--- src/rtl/pwm_pkg.sv ---
// Shared definitions for the high-resolution PWM path: default widths and the
// settings bundle exchanged between the period controller and the output-compare stage.
package pwm_pkg;

  localparam int PWM_WIDTH  = 17;
  localparam int PWM_HRBITS = 3;
  localparam int PWM_DBITS  = 8;
  localparam int CW         = PWM_WIDTH - PWM_HRBITS;

  typedef struct packed {
    logic [CW-1:0]                  period;
    logic [PWM_WIDTH-1:0]           phase;
    logic [PWM_WIDTH+PWM_DBITS-1:0] duty;
  } pwm_cfg_t;

endpackage

--- src/rtl/pwm_dither_acc.sv ---
// First-order sigma-delta accumulator: carry out on the step where the
// fractional duty accumulation crosses one fine LSB.
module pwm_dither_acc #(
  parameter int DBITS = 8
) (
  input  logic             clk,
  input  logic             rst,
  input  logic             step,
  input  logic [DBITS-1:0] frac,
  output logic             carry,
  output logic [DBITS-1:0] acc
);

  logic [DBITS:0] sum;

  assign sum   = {1'b0, acc} + {1'b0, frac};
  assign carry = sum[DBITS];

  always_ff @(posedge clk or posedge rst) begin
    if (rst) begin
      acc <= '0;
    end else if (step) begin
      acc <= sum[DBITS-1:0];
    end
  end

endmodule

--- src/rtl/pwm_period_ctrl.sv ---
// Coarse timebase plus double-buffered period/phase/duty settings, producing the
// fine rising/falling compare words for the output-compare stage once per period.
module pwm_period_ctrl
  import pwm_pkg::*;
#(
  parameter int WIDTH    = PWM_WIDTH,
  parameter int HRBITS   = PWM_HRBITS,
  parameter int DBITS    = PWM_DBITS,
  parameter int PER_RST  = 100,
  parameter int DUTY_RST = 50
) (
  input  logic                     clk,
  input  logic                     rst,
  input  logic                     wr_valid,
  output logic                     wr_ready,
  input  logic [WIDTH-HRBITS-1:0]  wr_period,
  input  logic [WIDTH-1:0]         wr_phase,
  input  logic [WIDTH+DBITS-1:0]   wr_duty,
  output logic [WIDTH-HRBITS-1:0]  tb,
  output logic [WIDTH-1:0]         cmpH,
  output logic [WIDTH-1:0]         cmpL,
  output logic                     wrap,
  output logic                     upd_ack
);

  localparam int TW = WIDTH - HRBITS;
  localparam int DW = WIDTH + DBITS;

  typedef struct packed {
    logic [TW-1:0]    period;
    logic [WIDTH-1:0] phase;
    logic [DW-1:0]    duty;
  } cfg_t;

  // Duty saturation: a high time of a full period or more is held at P-1.
  function automatic logic [WIDTH-1:0] sat_duty(input logic [WIDTH:0] d,
                                                input logic [WIDTH-1:0] p);
    if (d >= {1'b0, p}) return p - WIDTH'(1);
    return d[WIDTH-1:0];
  endfunction

  // Single conditional subtract; callers guarantee x < 2P.
  function automatic logic [WIDTH-1:0] mod_once(input logic [WIDTH:0] x,
                                                input logic [WIDTH-1:0] p);
    if (x >= {1'b0, p}) return WIDTH'(x - {1'b0, p});
    return x[WIDTH-1:0];
  endfunction

  cfg_t             act;
  cfg_t             shd;
  cfg_t             nxt;
  logic             pending;
  logic             accept;
  logic             wrap_i;
  logic [TW-1:0]    per_wr;

  logic             carry;
  logic [DBITS-1:0] acc;

  logic [WIDTH-1:0] p_p0;
  logic [WIDTH:0]   d_raw_p0;
  logic [WIDTH-1:0] d_p0;
  logic [WIDTH-1:0] ph_p0;
  logic [WIDTH:0]   sum_p0;
  logic [WIDTH-1:0] cl_p0;

  assign wr_ready = !pending;
  assign accept   = wr_valid && wr_ready;
  assign per_wr   = (wr_period < TW'(2)) ? TW'(2) : wr_period;
  assign wrap_i   = (tb == act.period - TW'(1));
  assign wrap     = wrap_i;

  // Settings that govern the period starting at the next wrap edge.
  assign nxt = pending ? shd : act;

  always_ff @(posedge clk) begin
    if (accept) begin
      shd <= '{period: per_wr, phase: wr_phase, duty: wr_duty};
    end
  end

  always_ff @(posedge clk or posedge rst) begin
    if (rst) begin
      pending <= 1'b0;
      upd_ack <= 1'b0;
      tb      <= '0;
      act     <= '{period: TW'(PER_RST), phase: '0, duty: DW'(DUTY_RST) << DBITS};
    end else begin
      upd_ack <= wrap_i && pending;
      tb      <= wrap_i ? '0 : tb + TW'(1);
      if (wrap_i && pending) begin
        act <= shd;
      end
      if (accept) begin
        pending <= 1'b1;
      end else if (wrap_i) begin
        pending <= 1'b0;
      end
    end
  end

  pwm_dither_acc #(
    .DBITS (DBITS)
  ) u_dither (
    .clk   (clk),
    .rst   (rst),
    .step  (wrap_i),
    .frac  (nxt.duty[DBITS-1:0]),
    .carry (carry),
    .acc   (acc)
  );

  // Stage p0: compare words computed from the upcoming settings
  assign p_p0     = {nxt.period, {HRBITS{1'b0}}};
  assign d_raw_p0 = {1'b0, nxt.duty[DW-1:DBITS]} + (WIDTH+1)'(carry);
  assign d_p0     = sat_duty(d_raw_p0, p_p0);
  assign ph_p0    = mod_once({1'b0, nxt.phase}, p_p0);
  assign sum_p0   = {1'b0, ph_p0} + {1'b0, d_p0};
  assign cl_p0    = mod_once(sum_p0, p_p0);

  // Stage p1: compare words held for the whole period
  always_ff @(posedge clk or posedge rst) begin
    if (rst) begin
      cmpH <= '0;
      cmpL <= WIDTH'(DUTY_RST);
    end else if (wrap_i) begin
      cmpH <= ph_p0;
      cmpL <= cl_p0;
    end
  end

endmodule

--- config.mk ---
export PLATFORM = sky130hd
export DESIGN_NAME = pwm_period_ctrl
export DESIGN_NICKNAME = d
export VERILOG_FILES = /design/src/rtl/pwm_pkg.sv /design/src/rtl/pwm_dither_acc.sv /design/src/rtl/pwm_period_ctrl.sv
export SDC_FILE = /design/constraint.sdc
export NUM_CORES = 1
export LEC_CHECK = 0
export CORE_MARGIN = 3
export CORE_UTILIZATION = 58
export DETAILED_ROUTE_END_ITERATION = 10
export HOLD_SLACK_MARGIN = 0.06
export PLACE_DENSITY_LB_ADDON = 0.08
export SKIP_LAST_GASP = 1
export SLEW_MARGIN = 10
export SYNTH_ARGS = -nofsm -noshare
export SYNTH_HDL_FRONTEND = slang
export SYNTH_SLANG_ARGS = --single-unit
export TNS_END_PERCENT = 30
--- constraint.sdc ---
create_clock -name clk -period 13 [get_ports clk]
set_clock_uncertainty 0.15 [all_clocks]
set_input_delay 3.9 -clock clk [delete_from_list [all_inputs] [get_ports clk]]
set_output_delay 3.9 -clock clk [all_outputs]
set_load 0.02 [all_outputs]
==> impl_results.md <==
* Lkg Pwr at around 5.9 nW
* Hold-fix buffers at CTS at 0
* Source of the worst register-to-register timing path: pending$_DFFE_PP0P_
* H-tree Lvls at 4
* DRT Wirelength at roughly 26000 µm
* PwrDens at ~82 mW/mm²
* Worst Hold Path EP: cmpL[0]$_DFFE_PP0P_
* FMAX at approximately 0.093 GHz
* Initial antenna violation count at 0
* Max IR drop VDD at 0.116 mV
* Worst reg2reg setup slack at ~2.3 ns
* Starting DRC count in detailed routing at around 460
* Worst Reg-to-Reg Cells at 36
* CP arrival at about 11 ns
* Die X at approximately 150 µm
* Crit-path leading delay family: compound AO/OA/AOI/OAI gates
* CORE AREA at 0.0189 mm²
* Synth top area cells: dfrtp_1, edfxtp_1, ha_1, mux2_2, mux2_1
* Syn Nets at between 1000 and 1500
* Design area at around 0.013 mm²
* Relative max-transition margin at 0.398
* Tmin final at 10.72 ns
* Post-Syn Area at approximately 0.011 mm²
* Clock Sinks at 170
* Dpl hpwl at around 20000 µm
* Die H at around 150 µm
* Crit path max-delay cell type: nand3_1
* Top-count cell post-synth: dfrtp_1
* Area leader, netlist: dfrtp_1
* Final slew viol count at 0
* RD Place Congestion at just under 0.9
* Distinct cells, synth at between 70 and 80
* Worst Path Required at 13.20 ns
* Die area at about 0.021 mm²
* Number of synthesized flops with an enable pin at 56
* Worst Slack Setup Final at around 2.3 ns
* Final Power at 1.08 mW
* Clk Latency, worst-skew pair at 0.43 ns
* Post-cts resize count at 0
* Final Hold Viols at 0
* Fraction of layout cells with a size suffix above 1 at 0.134
* Post-synth top cells: dfrtp_1, mux2_2, nand2_1, ha_1, nor2_1
* Worst Tran Pin Value at a little under 0.9 ns
* RR Endpoint: cmpL[3]$_DFFE_PP0P_
* Crit share post-route at 0.824
* Vias in the first global route at ~8300
* Sequential share of the synthesized area at 0.404
* Asr flop ratio synth at 0.671
* Site Rows at 50
* RSZ-0062 raised after global routing: false
* Pin count of the biggest net entering global routing at 73
* Total GRT Usage at 0.255
* Area growth from synthesis to layout at 16.5%
* Initial Utilization at 0.595
* First-pass GRT wire length at between 40000 and 50000 µm
* Routed vias at between 8000 and 9000
* Number of buffers and inverters on the critical path at 1
* I/O pins at 110
* Clk pin slew, worst setup/hold paths at roughly 0.06 ns
* Longest Clk Path Bufs at 2
* Crit Path Class: reg2reg
* First-pass DRT Iterations at 5
* Postcts setup bufs at 0
* Net count, final at approximately 1300
* CTS Buf Count at 17
* CP endpoint kind: flop
* Worst hold path type: reg2reg
* Hold_sp: cmpL[0]$_DFFE_PP0P_
* Placed cell area at 0.0125 mm²
* Buffers added on ports at ~110
* CTS tree: done
* Pre-CTS setup slack at between 2 and 2.5 ns
* Hold path depth at 2
* Most used cell, CP: ha_1
* Max Cap Viol at 0
* DRT antenna net count at 0
* Dominant synthesized flop cell: dfrtp_1
* Status: complete, no violations
* CP Launch Type: flop
* Wirelength per Cell at roughly 19 µm
* Top cell type's share of synthesized area at 0.234
* Vias/cell at 5.83
* Worst Path Max Fanout at 33
* Post-route setup TNS at 0 ns
* Diodes inserted at 0
* CTS Root Cell: clkbuf_16
* GR Overflow Total at 0
* Post-route DRC at 0
* Final setup viols at 0
* Synthesized flop and latch total at 170
* Post-Syn Instances at between 1000 and 1500
* Syn avg cell area at around 11 µm²
* Ys Warns at 0
* CP max stage delay at ~0.77 ns
## area by class of cell
class | instances | area, µm²
repair buffers | 126 | 1220
well taps | 260 | 325
clock inverters | 11 | 111
fillers | 1494 | 5790
clock buffers | 21 | 462
flip-flops and latches | 170 | 4550
multi-input cells | 813 | 6340
inverters | 26 | 100
## report_power, final
part	switching, mW	total, mW	internal (mW)
Combinational	0.0101	0.0259	0.0157
Sequential	0.000000000000000220	0.553	0.553
Clock	0.220	0.499	0.279
## how the worst max path moves through the flow
stage / slack [ns] / cells past startpoint / to / from
finish: 2.28 / 36 / cmpL[3]$_DFFE_PP0P_ / pending$_DFFE_PP0P_
global route: 1.57 / 36 / cmpL[3]$_DFFE_PP0P_ / pending$_DFFE_PP0P_
CTS: 2.29 / 36 / cmpL[3]$_DFFE_PP0P_ / pending$_DFFE_PP0P_
detailed placement: 2.29 / 36 / cmpL[3]$_DFFE_PP0P_ / pending$_DFFE_PP0P_
global placement: 2.55 / 36 / cmpL[16]$_DFFE_PP0P_ / pending$_DFFE_PP0P_
floorplan: 2.39 / 46 / cmpL[10]$_DFFE_PP0P_ / pending$_DFFE_PP0P_
## registers in the layout (all words and copies together) (netlist names)
signal and cells:
act 56, cmpH 17, cmpL 17, pending 1
shd 56, tb 14, u_dither.acc 8, upd_ack 1
## kinds of logic (layout without fill, tap and decap cells)
| logic type | count (synthesis) | in the layout | synth area share |
|---|---|---|---|
| compound gates | 181 | 181 | 0.107 |
| xor+xnor | 92 | 92 | 0.0717 |
| fa+ha+maj | 77 | 77 | 0.0883 |
| buf+inv | 81 | 184 | 0.0336 |
| flops | 170 | 170 | 0.404 |
| mux | 156 | 156 | 0.152 |
| simple gates | 307 | 307 | 0.144 |
## per-stage QoR
| step | cells | hold WS, ns | util |
|---|---|---|---|
| after floorplan | 1064 | 0.295 | - |
| after global placement | 1395 | 0.305 | 0.663 |
| after detailed placement | 1395 | 0.309 | 0.663 |
| after CTS | 1427 | 0.324 | 0.694 |
| after global routing | 1427 | 0.356 | 0.694 |
| final | 1427 | 0.320 | 0.694 |
## cells in the final DEF, fill, tap and decap left out, types with 18 or more instances in the layout
cell type,Yosys,routed
mux2_1,40,40
xnor2_1,49,49
clkbuf_16,0,18
nand2_1,74,73
o21ai_0,32,32
a21oi_1,50,50
xor2_1,43,43
ha_1,73,73
mux2i_1,42,42
mux2_2,74,74
inv_1,26,25
a21o_1,19,19
nor2_1,65,65
edfxtp_1,56,56
nor3_1,21,21
dfrtp_1,105,104
clkdlybuf4s50_1,0,109
nand3_1,28,28
## layer usage
| layer | vias to the layer above | GRT usage | share of wire |
|---|---|---|---|
| met1 | 4035 | 0.352 | 0.46 |
| met5 | - | 0 | 0 |
| li1 | 4070 | - | - |
| met3 | 38 | 0.0387 | 0.040 |
| met2 | 176 | 0.420 | 0.47 |
| met4 | 0 | 0.0764 | 0.028 |
## worst min-delay path, cell delays in order, from the launching register on
cell and delay, ns:
dfrtp_1 0.34, nand2_1 0.05, nand2_1 0.05
Power figures use the tool's default switching activity.
